==> src/rtl/aclk_pkg.sv <==
// Shared types for the alarm bank: per-slot state encoding and the packed BCD alarm time.
package aclk_pkg;

    localparam int DIGIT_W = 4;

    typedef enum logic [1:0] {
        IDLE,
        RINGING,
        SNOOZED
    } slot_state_t;

    typedef struct packed {
        logic [DIGIT_W-1:0] ms_hr;
        logic [DIGIT_W-1:0] ls_hr;
        logic [DIGIT_W-1:0] ms_min;
        logic [DIGIT_W-1:0] ls_min;
    } alarm_time_t;

endpackage

==> src/rtl/aclk_alarm_slot.sv <==
// One alarm slot: stored time/enable, time comparator, ring/snooze FSM and its minute down-counter.
module aclk_alarm_slot
    import aclk_pkg::*;
#(
    parameter int SNOOZE_MIN   = 5,
    parameter int RING_TIMEOUT = 10
) (
    input  logic        clock,
    input  logic        reset_n,
    input  logic        load,
    input  logic        load_enable,
    input  alarm_time_t load_time,
    input  alarm_time_t cur_time,
    input  logic        minute_tick,
    input  logic        stop_alarm,
    input  logic        snooze_req,
    output alarm_time_t stored_time,
    output logic        enable,
    output logic        ringing_nxt,
    output logic        snoozed_nxt
);

    slot_state_t state_q, state_d;
    logic [3:0]  cnt_q, cnt_d;
    logic        match;

    assign match = minute_tick && enable && (cur_time == stored_time);

    always_comb begin
        state_d = state_q;
        cnt_d   = cnt_q;
        if (load) begin
            state_d = IDLE;
            cnt_d   = '0;
        end else begin
            unique case (state_q)
                IDLE: begin
                    if (match) begin
                        state_d = RINGING;
                        cnt_d   = 4'(RING_TIMEOUT);
                    end
                end
                RINGING: begin
                    if (stop_alarm) begin
                        state_d = IDLE;
                        cnt_d   = '0;
                    end else if (snooze_req) begin
                        state_d = SNOOZED;
                        cnt_d   = 4'(SNOOZE_MIN);
                    end else if (minute_tick) begin
                        if (cnt_q == 4'd1) begin
                            state_d = IDLE;
                            cnt_d   = '0;
                        end else begin
                            cnt_d = cnt_q - 4'd1;
                        end
                    end
                end
                SNOOZED: begin
                    if (stop_alarm) begin
                        state_d = IDLE;
                        cnt_d   = '0;
                    end else if (minute_tick) begin
                        if (cnt_q == 4'd1) begin
                            state_d = RINGING;
                            cnt_d   = 4'(RING_TIMEOUT);
                        end else begin
                            cnt_d = cnt_q - 4'd1;
                        end
                    end
                end
                default: begin
                    state_d = IDLE;
                    cnt_d   = '0;
                end
            endcase
        end
    end

    always_ff @(posedge clock or negedge reset_n) begin
        if (!reset_n) begin
            state_q     <= IDLE;
            cnt_q       <= '0;
            stored_time <= '0;
            enable      <= 1'b0;
        end else begin
            state_q <= state_d;
            cnt_q   <= cnt_d;
            if (load) begin
                stored_time <= load_time;
                enable      <= load_enable;
            end
        end
    end

    // Next-state flags let the bank register its outputs on the same edge as the transition.
    assign ringing_nxt = (state_d == RINGING);
    assign snoozed_nxt = (state_d == SNOOZED);

endmodule

==> src/rtl/aclk_alarm_bank.sv <==
// Bank of NUM_ALARMS alarm slots with load decode, lowest-index ring encoder and registered readback.
module aclk_alarm_bank
    import aclk_pkg::*;
#(
    parameter int NUM_ALARMS   = 4,
    parameter int IDX_W        = (NUM_ALARMS > 1) ? $clog2(NUM_ALARMS) : 1,
    parameter int SNOOZE_MIN   = 5,
    parameter int RING_TIMEOUT = 10
) (
    input  logic             clock,
    input  logic             reset_n,
    input  logic             load_new_alarm,
    input  logic [IDX_W-1:0] load_idx,
    input  logic             load_enable,
    input  logic [3:0]       new_alarm_ms_hr,
    input  logic [3:0]       new_alarm_ls_hr,
    input  logic [3:0]       new_alarm_ms_min,
    input  logic [3:0]       new_alarm_ls_min,
    input  logic [3:0]       cur_ms_hr,
    input  logic [3:0]       cur_ls_hr,
    input  logic [3:0]       cur_ms_min,
    input  logic [3:0]       cur_ls_min,
    input  logic             minute_tick,
    input  logic             stop_alarm,
    input  logic             snooze_req,
    output logic             alarm,
    output logic [IDX_W-1:0] alarm_id,
    output logic             snooze_active,
    output logic [3:0]       rd_ms_hr,
    output logic [3:0]       rd_ls_hr,
    output logic [3:0]       rd_ms_min,
    output logic [3:0]       rd_ls_min,
    output logic             rd_enable
);

    alarm_time_t     new_time, cur_time;
    alarm_time_t     slot_time [NUM_ALARMS];
    logic            slot_en   [NUM_ALARMS];
    logic [NUM_ALARMS-1:0] ring_nxt, snz_nxt;

    assign new_time = '{new_alarm_ms_hr, new_alarm_ls_hr, new_alarm_ms_min, new_alarm_ls_min};
    assign cur_time = '{cur_ms_hr, cur_ls_hr, cur_ms_min, cur_ls_min};

    for (genvar g = 0; g < NUM_ALARMS; g++) begin : g_slot
        aclk_alarm_slot #(
            .SNOOZE_MIN  (SNOOZE_MIN),
            .RING_TIMEOUT(RING_TIMEOUT)
        ) u_slot (
            .clock      (clock),
            .reset_n    (reset_n),
            .load       (load_new_alarm && (load_idx == IDX_W'(g))),
            .load_enable(load_enable),
            .load_time  (new_time),
            .cur_time   (cur_time),
            .minute_tick(minute_tick),
            .stop_alarm (stop_alarm),
            .snooze_req (snooze_req),
            .stored_time(slot_time[g]),
            .enable     (slot_en[g]),
            .ringing_nxt(ring_nxt[g]),
            .snoozed_nxt(snz_nxt[g])
        );
    end

    logic [IDX_W-1:0] id_d;
    alarm_time_t      rd_time_d;
    logic             rd_en_d;

    always_comb begin
        id_d = '0;
        for (int unsigned i = NUM_ALARMS; i > 0; i--) begin
            if (ring_nxt[i-1]) id_d = IDX_W'(i-1);
        end
    end

    // Decoding by comparison leaves out-of-range indices reading as zero.
    always_comb begin
        rd_time_d = '0;
        rd_en_d   = 1'b0;
        for (int unsigned i = 0; i < NUM_ALARMS; i++) begin
            if (load_idx == IDX_W'(i)) begin
                rd_time_d = slot_time[i];
                rd_en_d   = slot_en[i];
            end
        end
    end

    always_ff @(posedge clock or negedge reset_n) begin
        if (!reset_n) begin
            alarm         <= 1'b0;
            alarm_id      <= '0;
            snooze_active <= 1'b0;
            rd_ms_hr      <= '0;
            rd_ls_hr      <= '0;
            rd_ms_min     <= '0;
            rd_ls_min     <= '0;
            rd_enable     <= 1'b0;
        end else begin
            alarm         <= |ring_nxt;
            alarm_id      <= id_d;
            snooze_active <= |snz_nxt;
            rd_ms_hr      <= rd_time_d.ms_hr;
            rd_ls_hr      <= rd_time_d.ls_hr;
            rd_ms_min     <= rd_time_d.ms_min;
            rd_ls_min     <= rd_time_d.ls_min;
            rd_enable     <= rd_en_d;
        end
    end

endmodule

==> config.mk <==
export PLATFORM = sky130hd
export DESIGN_NAME = aclk_alarm_bank
export DESIGN_NICKNAME = d
export VERILOG_FILES = /design/src/rtl/aclk_pkg.sv /design/src/rtl/aclk_alarm_slot.sv /design/src/rtl/aclk_alarm_bank.sv
export SDC_FILE = /design/constraint.sdc
export NUM_CORES = 1
export LEC_CHECK = 0
export BUFFER_PORTS_ARGS = -buffer_cell sky130_fd_sc_hd__buf_4
export CORE_ASPECT_RATIO = 1.75
export CORE_UTILIZATION = 45
export DETAILED_ROUTE_END_ITERATION = 16
export PLACE_DENSITY = 0.75
export RECOVER_POWER = 25
export SLEW_MARGIN = 15
export SYNTH_ARGS = -nofsm -noshare
export SYNTH_HDL_FRONTEND = slang
export SYNTH_SLANG_ARGS = --single-unit
export TNS_END_PERCENT = 100
==> constraint.sdc <==
create_clock -name clock -period 2.7 [get_ports clock]
set_input_delay 0.405 -clock clock [delete_from_list [all_inputs] [get_ports clock]]
set_output_delay 0.405 -clock clock [all_outputs]
set_load 0.02 [all_outputs]
==> impl_metrics.yaml, run 1 <==
grt:
  grt_pass1_vias: 5180
  grt_overflow: 0
  antenna_found_initial: 0
  grt_max_degree: 52
  grt_usage_pct: 24.63
  grt_pass1_wl_um: 26450
finish:
  instances_no_fill: 838
  num_antenna_cells: 0
  nNetsFinal: 703
  area_growth_pct: 20.51
  num-fill-cells: 1116
  drive_gt1_share_pct: 24.14
yosys:
  yosysUniqueCellTypes: 54
  yosys_warnings: 0
  synthCells: 589
  yosys.area.top_type_share_pct: 46.48
  synth-edff-count: 0
  netlist_top_cells_area: "dfrtp_1 (46%), nand2_1 (7.2%), mux2_2 (6.8%), mux4_2 (6.3%), xnor2_1 (4.9%)"
  yosysTopAreaCell: "dfrtp_1"
  ys.flop_type: "dfrtp_1"
  async_flop_share_pct: 100.0
  ys_seq_area_share_pct: 46.48
  syn_area_per_cell_um2: 10.33
  syn_area_um2: 6083
  syn_nets: 638
  ys_ff_latch: 113
setup_path:
  reg2regPathDepth: 7
  reg2reg_from: "g_slot[3].u_slot.cnt_q[1]"
  crit_fanout: 4
  required_ns: 2.98
  rrSetupSlack_ns: 0.24
  end_kind: "flop"
  endpoint: "alarm"
  cp-startpoint: "g_slot[3].u_slot.cnt_q[1]"
  critPathArrivalTime_ns: 2.74
  cp-start-kind: "flop"
  crit_type: "reg2reg"
  timing.rr.end: "alarm"
sta:
  worst_slack_ns: 0.2373
  fin_tns_setup_ns: 0
  fin_skew_ns: 0.006394
  finalCritPeriodShare_pct: 91.21
  finalSetupViolations: 0
  rsz0062_at_grt: "no"
  slew_violations: 0
  slew_headroom_pct: 24.85
  worst_pin_slew_ns: 1.127
  min_period_ns: 2.463
  hold_viol: 0
  max_freq_ghz: 0.4061
power:
  seqPwrFrac_pct: 40.5
  switching_share_pct: 27.17
  total_power_mw: 5.244
  p_sw_mw: 1.425
  power.share.clock_pct: 42.3
  combinationalPowerShare_pct: 17.2
  power.density_nw_per_um2: 715.3
  p_leak_nw: 3.234
  intPower_mw: 3.819
  vdd_drop_max_uv: 489.3
placed_design:
  gp_congestion: 0.9550
  dpl.cell_count: 805
  dp_slack_ns: 0.3076
  portBuffers: 61
  dpl.hpwl_um: 11520
detailed_routing:
  drc_errors: 0
  vias: 4785
  drt_first_pass_iters: 7
  ant_nets: 0
  wirelength_um: 16180
  drt_iter0_markers: 329
  avgViaCountPerCell: 5.710
  wl_per_cell_um: 19.31
clocking:
  max-clock-path-buffers: 2
  cts_tree: "yes"
  cts_setup_buffers: 0
  cts_made_buffers: 17
  htree_levels: 4
  cts_hold_buf: 1
  cts.sink_count: 113
  cts.repair.resized: 0
  insertion_delay_ns: 0.41
  clk_pin_slew_ns: 0.05
  clock-root-buffer: "clkbuf_16"
status:
  status: "finished clean"
run:
  max_cap_viol_count: 0
die:
  dieWidth_um: 89.89
  die_h_um: 155.8
  dieArea_um2: 14010
  io_pins: 62
  rows: 55
  coreArea_um2: 13080
  initial_core_util_pct: 46.53
hold_path:
  hold_class: "in2reg"
  min-delay-start: "new_alarm_ms_hr[3]"
-- metal layers --
metal	part of all wire (%)	GRT usage, %	up-vias	wire length, µm
met3	5.6	5.166	54	906
li1	-	-	2191	-
met1	36	26.50	2323	5899
met5	0	0	-	0
met2	53	43.63	217	8503
met4	5.4	16.21	0	869
-- sequential cells by signal, indices dropped and copies added, names as in the netlist --
register and count:
alarm_id 2, g_slot.u_slot.state_q 8, rd_ls_hr 4, g_slot.u_slot.stored_time 64, g_slot.u_slot.enable 4, rd_ls_min 4
rd_enable 1, rd_ms_hr 4, snooze_active 1, alarm 1, g_slot.u_slot.cnt_q 16, rd_ms_min 4
-- cells by family (layout without fill, tap and decap cells) --
| group | after synthesis | after routing | share of synthesized area [%] |
|---|---|---|---|
| AOI/OAI and AO/OA | 80 | 80 | 8.865 |
| adders and majority gates | 8 | 8 | 1.645 |
| muxes | 55 | 55 | 13.31 |
| buffers and inverters | 47 | 125 | 3.188 |
| and+or+nand+nor | 221 | 221 | 17.15 |
| DFF | 113 | 113 | 46.48 |
| xor gates and xnor gates | 65 | 65 | 9.358 |
-- power by group through the flow --
stage	clock network, mW	logic [mW]	registers, mW
after floorplan	0	0.473	2.17
after global placement	0	0.879	2.13
after CTS	2.24	0.909	2.12
final	2.22	0.902	2.12
after global routing	2.32	0.967	2.15
after detailed placement	0	0.897	2.15
-- layout make-up --
cell class,instances,area [µm²],area share [%]
Clock buffer,23,488.0,6.656
Multi-Input combinational cell,429,3067,41.83
Tap cell,171,214.0,2.919
Sequential cell,113,2828,38.57
Clock inverter,9,105.1,1.434
Timing Repair Buffer,74,558.0,7.612
Inverter,19,71.32,0.9729
-- worst max-delay path, cell delays in order (launching register included) --
cell and delay [ns]:
dfrtp_1 0.39, inv_1 0.12, ha_1 0.23, nor4bb_1 0.50
mux2_2 0.39, nand2_1 0.06, o31ai_1 0.11, or4_1 0.53
-- placed cells by master (no fill, tap or decap), drive strengths merged, types with 3 or more instances in the layout --
cell type	synthesis	layout
xnor2	34	34
nand2	117	117
clkbuf	20	27
clkinv	0	3
clkinvlp	0	4
nor3	16	16
o31ai	5	5
nor2b	6	6
ha	8	8
nor2	23	23
mux2	37	37
a21oi	19	19
or4	4	4
a22o	3	3
o21ai	18	18
nand2b	6	6
xor2	31	31
dfrtp	113	113
a211oi	10	10
nor4	6	6
a31oi	3	3
or3	4	4
nand4	8	8
inv	19	19
o21a	3	3
mux4	17	17
nand3	10	10
or2	3	3
nor4bb	3	3
buf	8	69
nor3b	8	8
-- synthesized netlist by cell type (3+ instances only) --
cell type,count
inv_1,19
xnor2_1,34
xor2_1,31
clkbuf_1,20
buf_1,3
nand2b_1,6
o31ai_1,4
nand3_1,10
o21ai_0,18
dfrtp_1,113
a22o_1,3
mux2_2,37
nor4_1,6
nand2_1,117
nor4bb_1,3
or3_1,4
nor2_1,23
o21a_1,3
nor3_1,16
nor2b_1,6
nor3b_1,8
or4_1,3
ha_1,8
nand4_1,8
mux4_2,17
a211oi_1,10
a21oi_1,19
-- worst min path at each step --
stage	to	slack [ns]	cells after the start
6_report	g_slot[2].u_slot.stored_time[15]	0.21	3
5_1_grt	g_slot[0].u_slot.stored_time[7]	0.22	3
4_1_cts	g_slot[2].u_slot.stored_time[15]	0.20	3
3_5_place_dp	g_slot[2].u_slot.cnt_q[1]	0.42	1
3_3_place_gp	g_slot[1].u_slot.cnt_q[3]	0.42	1
2_1_floorplan	alarm	0.11	0
-- metrics by stage --
| step | hold WS, ns | cell area (µm²) | util [%] |
|---|---|---|---|
| floorplan | 0.1094 | 6083 | - |
| global placement | 0.4171 | 6740 | 51.55 |
| detailed placement | 0.4218 | 6740 | 51.55 |
| CTS | 0.1997 | 7343 | 56.16 |
| global route | 0.2213 | 7331 | 56.07 |
| finish | 0.2144 | 7331 | 56.07 |
Note: power is estimated with default switching activity, not from simulation.
==> run 2: changes to the inputs <==
BUFFER_PORTS_ARGS = -buffer_cell sky130_fd_sc_hd__buf_2   (was -buffer_cell sky130_fd_sc_hd__buf_4)
==> run 2 against run 1 <==
Effect of this change: fmax grew 0.53%; clock power rose by 5%; sequential share of layout area up 0.63 points; register-to-register slack hardly changed; sequential power hardly changed; sequential cell count is the same; worst hold slack gained 0.014 ns; critical endpoint unchanged; non-clock buffer count rose by 1; setup slack improved by 0.013 ns.
==> impl_metrics.yaml, run 2 (synthesized netlist as in run 1, its figures left out) <==
sta:
  slew_headroom_pct: 19.85
  fin_skew_ns: 0.007209
  min_period_ns: 2.450
  hold_viol: 0
  worst_pin_slew_ns: 1.202
  finalSetupViolations: 0
  worst_slack_ns: 0.2504
  slew_violations: 0
  fin_tns_setup_ns: 0
  fin_hold_ws_ns: 0.2288
  max_freq_ghz: 0.4082
  rsz0062_at_grt: "no"
  finalCritPeriodShare_pct: 90.73
setup_path:
  required_ns: 2.97
  cp-start-kind: "flop"
  path_buf_inv: 2
  crit_fanout: 4
  crit_type: "reg2reg"
  reg2reg_from: "g_slot[2].u_slot.cnt_q[1]"
  path_cells: "inv_1 -> ha_1 -> nor4bb_1 -> or4b_1 -> a211oi_1 -> a31oi_1 -> inv_1 -> or4_1"
  end_kind: "flop"
  critPathArrivalTime_ns: 2.72
  crit_family: "simple AND/OR/NAND/NOR gates"
  slowest_delay_ns: 0.52
  cp-startpoint: "g_slot[2].u_slot.cnt_q[1]"
  crit_slowest_cell: "or4_1"
  cpMostUsedCell: "inv_1"
power:
  total_power_mw: 5.302
  power.density_nw_per_um2: 735.0
  seqPwrFrac_pct: 39.9
  p_leak_nw: 3.223
  combinationalPowerShare_pct: 16.1
  power.share.clock_pct: 43.9
  intPower_mw: 3.879
  p_sw_mw: 1.423
  vdd_drop_max_uv: 496.4
  switching_share_pct: 26.85
die:
  initial_core_util_pct: 46.53
  coreArea_um2: 13080
  dieWidth_um: 89.89
  die_h_um: 155.8
  dieArea_um2: 14010
  rows: 55
  io_pins: 62
grt:
  grt_pass1_vias: 5192
  grt_pass1_wl_um: 26480
  antenna_found_initial: 0
  grt_overflow: 0
  grt_usage_pct: 24.74
  grt_max_degree: 67
clocking:
  max-clock-path-buffers: 2
  cts_made_buffers: 17
  insertion_delay_ns: 0.41
  clock-root-buffer: "clkbuf_16"
  clk_pin_slew_ns: 0.05
  cts.sink_count: 113
  cts_hold_buf: 1
  cts_tree: "yes"
  htree_levels: 4
  cts_setup_buffers: 0
  cts.repair.resized: 0
detailed_routing:
  ant_nets: 0
  drc_errors: 0
  avgViaCountPerCell: 5.775
  drt_first_pass_iters: 5
  wirelength_um: 16360
  wl_per_cell_um: 19.49
  vias: 4845
  drt_iter0_markers: 342
placed_design:
  gp_congestion: 0.8968
  dpl.hpwl_um: 11480
  portBuffers: 61
  dp_slack_ns: 0.3084
finish:
  area_growth_pct: 18.57
  largest_reg_flops: 64
  mostFrequentLayoutCell: "nand2_1"
  largest_register: "g_slot.u_slot.stored_time"
  drive_gt1_share_pct: 24.25
  nNetsFinal: 704
  mostFrequentLayoutCells: "nand2_1 (117), dfrtp_1 (113), buf_2 (59), mux2_2 (37), xnor2_1 (34)"
  reg_top3: "g_slot.u_slot.stored_time: 64 flops, g_slot.u_slot.cnt_q: 16 flops, g_slot.u_slot.state_q: 8 flops"
  num_antenna_cells: 0
run:
  max_cap_viol_count: 0
status:
  status: "finished clean"
hold_path:
  hold_class: "in2reg"
  min-delay-start: "new_alarm_ls_hr[3]"
-- run 2: cell count changes in the layout (fill, tap and decap cells not counted), sizes merged --
cell	delta
bufinv	+2
clkbuf	-5
buf	+3
clkinv	+5
clkinvlp	-4
-- run 2: worst reg2reg max path, cell delays in order (launching register included) --
cell and delay, ns:
dfrtp_1 0.39, inv_1 0.11, ha_1 0.22, nor4bb_1 0.47
or4b_1 0.19, a211oi_1 0.08, a31oi_1 0.23, inv_1 0.11
or4_1 0.52
-- run 2: layout make-up --
| type | count | area [µm²] |
|---|---|---|
| repair buffers | 75 | 422.9 |
| clock buffers | 20 | 446.7 |
| clock inverters | 12 | 163.9 |
| well taps | 171 | 214.0 |
| multi-input cells | 429 | 3067 |
| fillers | 1128 | 5862 |
| flip-flops and latches | 113 | 2828 |
| inverters | 19 | 71.32 |
-- run 2: worst paths after layout --
kind                       slack, ns                                to  cells after the start
hold / removal                  0.23  g_slot[0].u_slot.stored_time[11]                      3
min in group asynchronous       0.77         g_slot[1].u_slot.cnt_q[2]                      2
setup / recovery                0.25                             alarm                      8
hold reg to reg                 0.52           g_slot[2].u_slot.enable                      2
setup reg to reg                0.25                             alarm                      8
max in group asynchronous       0.91                       rd_ls_hr[3]                      3
-- run 2: per-layer routing --
metal  part of all wire (%)  routed length (µm)  GRT usage (%)  vias to the layer above
li1                       -                   -              -                     2187
met1                     37                6046          27.11                     2404
met2                     52                8575          44.07                      199
met3                    5.1                 833          4.337                       55
met4                    5.5                 900          15.90                        0
met5                      0                   0              0                        -
-- run 2: per-stage QoR --
stage                     util (%)  area (µm²)  instances
after global routing         55.17        7213        839
after CTS                    55.21        7218        839
final                        55.17        7213        839
after detailed placement     50.46        6598        806
after floorplan                  -        6083        589
after global placement       50.46        6598        806
-- run 2: power groups by stage --
stage / clock network, mW / registers (mW) / logic (mW)
floorplan: 0 / 2.17 / 0.473
global placement: 0 / 2.12 / 0.835
detailed placement: 0 / 2.14 / 0.850
CTS: 2.36 / 2.12 / 0.859
global route: 2.43 / 2.15 / 0.918
finish: 2.33 / 2.12 / 0.854
==> run 3: changes to the inputs <==
ABC_AREA = 1   (was unset)
==> run 3 against run 2 <==
Effect of this change: highest routed layer unchanged; clock power about the same; cell area increased by 0.69%; largest power group unchanged; critical endpoint unchanged; global-route usage decreased by 0.23 points; largest cell class is now flip-flops and latches; die area increased by 1.6%; clock skew increased by 0.0036 ns; cell count increased by 27%.
==> impl_metrics.yaml, run 3 <==
clocking:
  cts.repair.resized: 0
  cts_made_buffers: 17
  cts_hold_buf: 1
  clk_pin_slew_ns: 0.06
  cts.sink_count: 113
  insertion_delay_ns: 0.43
  cts_setup_buffers: 0
  clock-root-buffer: "clkbuf_16"
  htree_levels: 4
  cts_tree: "yes"
  max-clock-path-buffers: 2
placed_design:
  dp_slack_ns: 0.6298
  dpl-instance-area_um2: 6659
  dpl.hpwl_um: 11900
  gp_congestion: 0.9199
  portBuffers: 61
power:
  total_power_mw: 5.308
  vdd_drop_max_uv: 484.1
  p_leak_nw: 3.698
  power.density_nw_per_um2: 730.8
yosys:
  synthCells: 816
  netlist_top_cells_area: "dfrtp_1 (46%), nand2_1 (15%), o21ai_0 (7.1%), inv_1 (6.2%), nand3_1 (2.9%)"
  yosysTopAreaCell: "dfrtp_1"
  ys_ff_latch: 113
  syn_area_per_cell_um2: 7.578
  syn_nets: 865
  ys_seq_area_share_pct: 45.73
  syn_area_um2: 6183
  ys_top_cells_by_count: "nand2_1 (251), dfrtp_1 (113), inv_1 (102)"
  yosys_warnings: 0
  synth.most_common_cell: "nand2_1"
  yosysUniqueCellTypes: 42
  ys.flop_type: "dfrtp_1"
  async_flop_share_pct: 100.0
  synth-edff-count: 0
  yosys.area.top_type_share_pct: 45.73
detailed_routing:
  vias: 5583
  ant_nets: 0
  drc_errors: 0
  wl_per_cell_um: 15.35
  avgViaCountPerCell: 5.223
  drt_first_pass_iters: 5
  wirelength_um: 16410
  drt_iter0_markers: 292
grt:
  antenna_found_initial: 0
  grt_overflow: 0
  grt_pass1_vias: 5566
  grt_usage_pct: 24.50
  grt_max_degree: 54
  grt_pass1_wl_um: 26770
die:
  initial_core_util_pct: 46.20
  io_pins: 62
  die_h_um: 157.1
  dieWidth_um: 90.61
  dieArea_um2: 14230
  coreArea_um2: 13380
  rows: 56
setup_path:
  reg2reg_from: "g_slot[0].u_slot.stored_time[9]"
  cp-startpoint: "load_idx[0]"
  path_cells: "clkbuf_1 -> inv_1 -> nor2_4 -> inv_1 -> nor2_4 -> inv_2 -> nand2_1 -> nand3_1"
  rrSetupSlack_ns: 0.97
  critPathArrivalTime_ns: 2.16
  reg2regPathDepth: 13
  cp-start-kind: "primary input"
  slowest_delay_ns: 0.34
  timing.rr.end: "g_slot[0].u_slot.cnt_q[1]"
  end_kind: "flop"
  crit_slowest_cell: "nor2_4"
  crit_type: "in2reg"
  required_ns: 3.00
  crit_family: "simple AND/OR/NAND/NOR gates"
  crit_fanout: 29
  path_buf_inv: 4
sta:
  finalSetupViolations: 0
  fin_tns_setup_ns: 0
  fin_skew_ns: 0.01079
  finalCritPeriodShare_pct: 69.14
  hold_viol: 0
  worst_pin_slew_ns: 0.9791
  rsz0062_at_grt: "no"
  min_period_ns: 1.867
  max_freq_ghz: 0.5357
  worst_slack_ns: 0.8332
  slew_violations: 0
  slew_headroom_pct: 34.73
finish:
  largest_register: "g_slot.u_slot.stored_time"
  area_growth_pct: 17.46
  mostFrequentLayoutCell: "nand2_1"
  reg_top3: "g_slot.u_slot.stored_time: 64 flops, g_slot.u_slot.cnt_q: 16 flops, g_slot.u_slot.state_q: 8 flops"
  nNetsFinal: 931
  fin_area_um2: 7263
  num_antenna_cells: 0
  drive_gt1_share_pct: 14.08
  mostFrequentLayoutCells: "nand2_1 (252), dfrtp_1 (113), inv_1 (106), o21ai_0 (92), buf_2 (58)"
  largest_reg_flops: 64
hold_path:
  worstHoldPathCells: 3
  min-delay-start: "new_alarm_ls_min[0]"
  whs_endpoint: "g_slot[3].u_slot.stored_time[0]"
  hold_class: "in2reg"
status:
  status: "finished clean"
run:
  max_cap_viol_count: 0
run 3: area by class of cell:
type                    instances  area, µm²
multi-input cells             565       2791
inverters                     115      431.7
clock inverters                13      160.2
flip-flops and latches        113       2828
repair buffers                 70      381.6
fillers                      1267       6120
clock buffers                  19      452.9
well taps                     174      217.7
run 3: through the flow:
step,util [%],hold slack (ns),std cells
2_1_floorplan,-,0.1094,816
3_3_place_gp,49.76,0.3958,1036
3_5_place_dp,49.76,0.4041,1036
4_1_cts,54.41,0.2120,1069
5_1_grt,54.27,0.2282,1069
6_report,54.27,0.2065,1069
run 3: how the worst max path moves through the flow:
stage | end | slack (ns) | cells past startpoint
floorplan | alarm_id[0] | 1.26 | 12
global placement | g_slot[1].u_slot.cnt_q[0] | 0.71 | 10
detailed placement | alarm | 0.63 | 8
CTS | alarm_id[0] | 1.0 | 12
global route | alarm_id[1] | 0.66 | 9
finish | alarm | 0.83 | 8
run 3: cell families after synthesis:
family          Yosys count  synth area share (%)
simple gates            377                 25.98
flops                   113                 45.73
fa+ha+maj                 8                 1.619
buf+inv                 138                 8.964
compound gates          149                 13.27
xor+xnor                 30                 4.249
mux                       1                0.1821
run 3: tightest hold or removal path: stages:
cell and delay, ns:
buf_2 0.09, nand2_1 0.05, o21ai_0 0.06
run 3: where the power goes:
group	internal (mW)	switching (mW)	total [mW]
Clock	1.49	0.831	2.33
Combinational	0.322	0.557	0.880
Sequential	1.93	0.169	2.10
run 3: per-layer routing:
layer	GRT usage, %	up-vias	routed length, µm
li1	-	2738	-
met1	26.10	2621	6203
met2	44.99	178	8866
met3	4.879	46	731
met4	13.36	0	611
met5	0	-	0
